===== src/rtl/seven_segment_scan_8_if.sv =====
// Display bus for the 8-digit seven-segment scanner.
// Master drives digit data; slave drives the scanned anode/segment outputs.
interface seven_segment_scan_8_if;
    logic [31:0] disp;
    logic [7:0]  disp_en;
    logic [7:0]  disp_dot;
    logic [7:0]  anodes;
    logic [7:0]  abcdefgh;
    logic        frame_start;

    modport master (
        output disp, disp_en, disp_dot,
        input  anodes, abcdefgh, frame_start
    );

    modport slave (
        input  disp, disp_en, disp_dot,
        output anodes, abcdefgh, frame_start
    );
endinterface


===== src/rtl/seven_segment_scan_8.sv =====
// Time-multiplexed 8-digit hex seven-segment scanner, slot = 2^W_DIV clocks.
// Option: SEVEN_SEGMENT_SCAN_FRAME_LATCH_EN freezes digit data once per frame.
module seven_segment_scan_8 #(
    parameter int W_DIV = 16
) (
    input logic                   clk,
    input logic                   rst_n,
    seven_segment_scan_8_if.slave seg_if
);

    logic [W_DIV-1:0] div_q, div_d;
    logic [2:0]       idx_q, idx_d;
    logic [7:0]       an_q, an_d;
    logic [7:0]       seg_q, seg_d;
    logic             fs_q, fs_d;
    logic             tick;
    logic             frame_edge;
    logic [31:0]      src_disp;
    logic [7:0]       src_en;
    logic [7:0]       src_dot;
    logic [3:0]       digit;

    assign tick       = &div_q;
    // Scanner sits at index 0, divider 0 exactly when a new frame is shown
    assign frame_edge = (idx_q == 3'd0) && (div_q == '0);

`ifdef SEVEN_SEGMENT_SCAN_FRAME_LATCH_EN
    logic [47:0] lat_q, lat_d;

    // The frame-start clock takes live inputs and holds them for the frame
    always_comb begin
        lat_d = lat_q;
        if (frame_edge) begin
            lat_d = {seg_if.disp, seg_if.disp_en, seg_if.disp_dot};
        end
    end

    // Frame data register
    always_ff @(posedge clk or negedge rst_n) begin
        if (!rst_n) begin
            lat_q <= '0;
        end else begin
            lat_q <= lat_d;
        end
    end

    assign {src_disp, src_en, src_dot} = lat_d;
`else
    assign src_disp = seg_if.disp;
    assign src_en   = seg_if.disp_en;
    assign src_dot  = seg_if.disp_dot;
`endif

    assign digit = src_disp[{idx_q, 2'b00} +: 4];

    function automatic logic [6:0] hex_glyph(input logic [3:0] d);
        logic [6:0] g;
        g = 7'b0000000;
        case (d)
            4'h0: g = 7'b1111110;
            4'h1: g = 7'b0110000;
            4'h2: g = 7'b1101101;
            4'h3: g = 7'b1111001;
            4'h4: g = 7'b0110011;
            4'h5: g = 7'b1011011;
            4'h6: g = 7'b1011111;
            4'h7: g = 7'b1110000;
            4'h8: g = 7'b1111111;
            4'h9: g = 7'b1111011;
            4'hA: g = 7'b1110111;
            4'hB: g = 7'b0011111;
            4'hC: g = 7'b1001110;
            4'hD: g = 7'b0111101;
            4'hE: g = 7'b1001111;
            4'hF: g = 7'b1000111;
            default: g = 7'b0000000;
        endcase
        return g;
    endfunction

    // Divider/index advance and the next registered display word
    always_comb begin
        div_d = div_q + 1'b1;
        idx_d = idx_q;
        an_d  = 8'hFF;
        seg_d = 8'hFF;
        fs_d  = frame_edge;
        if (tick) begin
            idx_d = idx_q + 3'd1;
        end
        if (src_en[idx_q]) begin
            an_d  = ~(8'h01 << idx_q);
            seg_d = {~hex_glyph(digit), ~src_dot[idx_q]};
        end
    end

    // Scan state and output registers; one register stage means no glitches
    always_ff @(posedge clk or negedge rst_n) begin
        if (!rst_n) begin
            div_q <= '0;
            idx_q <= 3'd0;
            an_q  <= 8'hFF;
            seg_q <= 8'hFF;
            fs_q  <= 1'b0;
        end else begin
            div_q <= div_d;
            idx_q <= idx_d;
            an_q  <= an_d;
            seg_q <= seg_d;
            fs_q  <= fs_d;
        end
    end

    assign seg_if.anodes      = an_q;
    assign seg_if.abcdefgh    = seg_q;
    assign seg_if.frame_start = fs_q;

endmodule


===== src/flat_wrapper.sv =====
// flat-port wrapper written by rule: the top's interface ports become plain ports
module seven_segment_scan_8_flat 
#(
    parameter int W_DIV = 16
)
  (clk, rst_n, seg_if_disp, seg_if_disp_en, seg_if_disp_dot, seg_if_anodes, seg_if_abcdefgh, seg_if_frame_start);
  seven_segment_scan_8_if seg_if_i ();
  input logic clk;
  input logic rst_n;
  input wire logic [$bits(seg_if_i.disp)-1:0] seg_if_disp;
  input wire logic [$bits(seg_if_i.disp_en)-1:0] seg_if_disp_en;
  input wire logic [$bits(seg_if_i.disp_dot)-1:0] seg_if_disp_dot;
  output wire logic [$bits(seg_if_i.anodes)-1:0] seg_if_anodes;
  output wire logic [$bits(seg_if_i.abcdefgh)-1:0] seg_if_abcdefgh;
  output wire logic [$bits(seg_if_i.frame_start)-1:0] seg_if_frame_start;
  assign seg_if_i.disp = seg_if_disp;
  assign seg_if_i.disp_en = seg_if_disp_en;
  assign seg_if_i.disp_dot = seg_if_disp_dot;
  assign seg_if_anodes = seg_if_i.anodes;
  assign seg_if_abcdefgh = seg_if_i.abcdefgh;
  assign seg_if_frame_start = seg_if_i.frame_start;
  seven_segment_scan_8 #(.W_DIV(W_DIV)) u_core (.clk(clk), .rst_n(rst_n), .seg_if(seg_if_i));
endmodule

===== config.mk =====
export PLATFORM = sky130hd
export DESIGN_NAME = seven_segment_scan_8_flat
export DESIGN_NICKNAME = d
export VERILOG_FILES = /design/src/rtl/seven_segment_scan_8_if.sv /design/src/rtl/seven_segment_scan_8.sv /design/src/flat_wrapper.sv
export SDC_FILE = /design/constraint.sdc
export NUM_CORES = 1
export LEC_CHECK = 0
export BUFFER_PORTS_ARGS = -buffer_cell sky130_fd_sc_hd__buf_2
export CAP_MARGIN = 0
export CORE_ASPECT_RATIO = 2
export CORE_MARGIN = 5
export CORE_UTILIZATION = 38
export DETAILED_ROUTE_END_ITERATION = 10
export PLACE_DENSITY = 0.66
export REMOVE_ABC_BUFFERS = 1
export SYNTH_ARGS = -nofsm -noshare
export SYNTH_HDL_FRONTEND = slang
export SYNTH_SLANG_ARGS = --single-unit

===== constraint.sdc =====
create_clock -name clk -period 2.7 [get_ports clk]
set_input_delay 0.405 -clock clk [delete_from_list [all_inputs] [get_ports clk]]
set_output_delay 0.405 -clock clk [all_outputs]
set_load 0.1 [all_outputs]

==> results.py <==
metrics = {
    "route": {
        "routedWlPerCell_um": 15.2,
        "firstDrtPassIters": 5,
        "drtAntennaViolNets": 0,
        "route.detailed.drc": 0,
        "drt_iter0_drc": 31,
        "wl_um": 4750,
        "vias": 1647,
        "routed_via_density": 5.28,
    },
    "floorplanning": {
        "coreArea_sq_um": 5470,
        "ios": 67,
        "dieArea_sq_um": 7320,
        "start_util": 0.391,
        "die_width_um": 63.0,
        "die_h_um": 116,
        "fp-row-count": 38,
    },
    "cells_and_area": {
        "final_core_util": 0.475,
        "areaGrowthSynthToFinish_pct": 21.4,
        "drive_gt1_frac": 0.409,
        "design_area_sq_um": 2590,
        "final_common_cell": "buf_2",
        "antennaDiodeCount": 0,
        "nets": 315,
        "final_cells": 312,
        "final_cell_mix": "buf_2 (66), nand2_1 (25), dfrtp_1 (20)",
    },
    "clock_network": {
        "numCtsBuffers": 5,
        "cts-hold-fix-buffers": 0,
        "cts_tree": "yes",
        "postCtsSetupBuffers": 0,
        "cts.path.max_buffers": 2,
        "root_buffer": "clkbuf_8",
        "clk_latency_ps": 280,
        "cts_resized": 0,
        "htreeDepth": 2,
        "clk_pin_slew_ps": 70,
        "cts.sinks": 36,
    },
    "placement": {
        "dpl.hpwl_um": 3950,
        "place_area_sq_um": 2480,
        "gp_congestion": 0.898,
        "dp.cells": 304,
        "port_buffers": 66,
        "dpl_worst_slack_ps": 465,
    },
    "critical_path": {
        "crit_chain": "mux4_1, nand2_1, nand2_1, ha_1, a21boi_0, a2111oi_0, a31oi_1",
        "cp.arrival_ps": 2470,
        "slowest_delay_ps": 590,
        "rr_startpoint": "u_core.idx_q[0]$_DFFE_PN0P_",
        "cp-start-kind": "flop",
        "crit_slowest_cell": "mux4_1",
        "worstSetupStartpoint": "u_core.idx_q[0]$_DFFE_PN0P_",
        "cp_common_cell": "nand2_1",
        "worstSetupPathType": "reg -> reg",
        "rr_worst_depth": 7,
        "required_ps": 2890,
        "path_max_fanout": 7,
        "cp-end-kind": "flop",
    },
    "grt": {
        "grt_overflow_total": 0,
        "grt_pass1_vias": 1781,
        "grt_max_degree": 37,
        "gr-usage-all-layers": 0.136,
        "grt_pass1_wl_um": 7850,
        "antenna_found_initial": 0,
    },
    "sta": {
        "hold_viol_final": 0,
        "fin_crit_ps": 2280,
        "fin_setup_tns_ps": 0,
        "worstMarginPinSlew_ps": 777,
        "max_freq_ghz": 0.439,
        "hold_ws_ps": 192,
        "finalSetupViolations": 0,
        "timing.final.crit_share": 0.843,
        "maxSlewViolCount": 0,
        "setup_slack_ps": 424,
        "grt_setup_unrepaired": "no",
        "timing.slew.headroom": 0.482,
        "fin_skew_ps": 8.27,
    },
    "synth": {
        "yosys_warnings": 0,
        "syn_inst": 182,
        "ys_types": 45,
        "async_flop_share": 1.00,
        "synth_seq_area_share": 0.431,
        "syn_area_per_cell_sq_um": 11.7,
        "syn_area_sq_um": 2140,
        "ys.flop_type": "dfrtp_1",
        "synth_edf_count": 0,
        "synth_seq_cells": 36,
    },
    "power": {
        "worst_ir_drop_vdd_mv": 0.402,
        "powerDensity_nw_per_um2": 469,
        "finalPower_mw": 1.22,
        "p_leak_nw": 1.18,
    },
    "run": {
        "cap_violations": 0,
    },
    "worst_hold_path": {
        "min_path_type": "in -> async",
    },
    "status": {
        "status": "finished, final reports clean",
    },
}
report_power, final:
group / total [mW] / leakage [nW] / internal [mW] / switching [mW]
registers: 0.559 / 0.434 / 0.557 / 0.00252
logic: 0.190 / 0.697 / 0.0600 / 0.130
clock network: 0.467 / 0.0541 / 0.273 / 0.194
state kept, by name, indices dropped and copies added, names as in the netlist:
name / cells
u_core.div_q: 16
u_core.idx_q: 3
u_core.seg_if.abcdefgh: 8
u_core.seg_if.anodes: 8
u_core.seg_if.frame_start: 1
cells by family (layout without fill, tap and decap cells):
logic type	count (synthesis)	in the layout	synth area share
adder cells (fa/ha/maj)	14	14	0.0819
AO/OA/AOI/OAI	21	21	0.0655
buffers and inverters	14	84	0.0492
AND/OR/NAND/NOR	62	62	0.147
XOR/XNOR	15	15	0.0614
multiplexers	20	20	0.164
flip-flops	36	36	0.431
area by class of cell:
| cell class | instances | area [sq um] |
|---|---|---|
| Fill cell | 523 | 2870 |
| Multi-Input combinational cell | 132 | 1110 |
| Sequential cell | 36 | 921 |
| Timing Repair Buffer | 68 | 345 |
| Tap cell | 60 | 75.1 |
| Clock buffer | 5 | 68.8 |
| Clock inverter | 3 | 42.5 |
| Inverter | 8 | 30.0 |
critical path: cells and delay by family, from the launching register on:
kind,cells,cell delay [ps]
flops,1,520
simple gates,2,230
fa+ha+maj,1,210
compound gates,3,630
mux,1,590
worst paths after layout:
kind	to	slack, ps
setup / recovery	u_core.seg_if.abcdefgh[4]$_DFF_PN1_	420
hold / removal	u_core.div_q[1]$_DFF_PN0_	190
setup reg to reg	u_core.seg_if.abcdefgh[4]$_DFF_PN1_	420
hold reg to reg	u_core.seg_if.frame_start$_DFF_PN0_	450
max in group asynchronous	u_core.div_q[10]$_DFF_PN0_	2010
min in group clk	u_core.seg_if.frame_start$_DFF_PN0_	450
cells in the mapped netlist, types with 2 or more instances:
cell type	number	area, sq um
nand2_1	25	93.8
dfrtp_1	20	500
dfstp_2	16	420
ha_1	14	175
xnor2_1	11	96.3
nand3_1	9	45.0
mux2i_1	8	80.1
inv_1	7	26.3
nor2_1	7	26.3
mux4_1	6	158
o21ai_0	5	25.0
xor2_1	4	35.0
a21oi_1	3	15.0
mux4_2	3	67.6
nand4_1	3	18.8
nor4_1	3	18.8
o221ai_1	3	26.3
a31oi_1	2	12.5
and3_1	2	12.5
buf_6	2	22.5
clkbuf_8	2	27.5
mux2_2	2	22.5
nor3_1	2	10.0
o22ai_1	2	12.5
per-layer routing:
| layer | vias up | GRT usage | share of wire |
|---|---|---|---|
| met5 | - | 0 | 0 |
| met1 | 771 | 0.134 | 0.35 |
| li1 | 788 | - | - |
| met2 | 76 | 0.254 | 0.54 |
| met4 | 0 | 0.0907 | 0.040 |
| met3 | 12 | 0.0213 | 0.065 |
No activity file was read; power rests on OpenSTA's default activity.
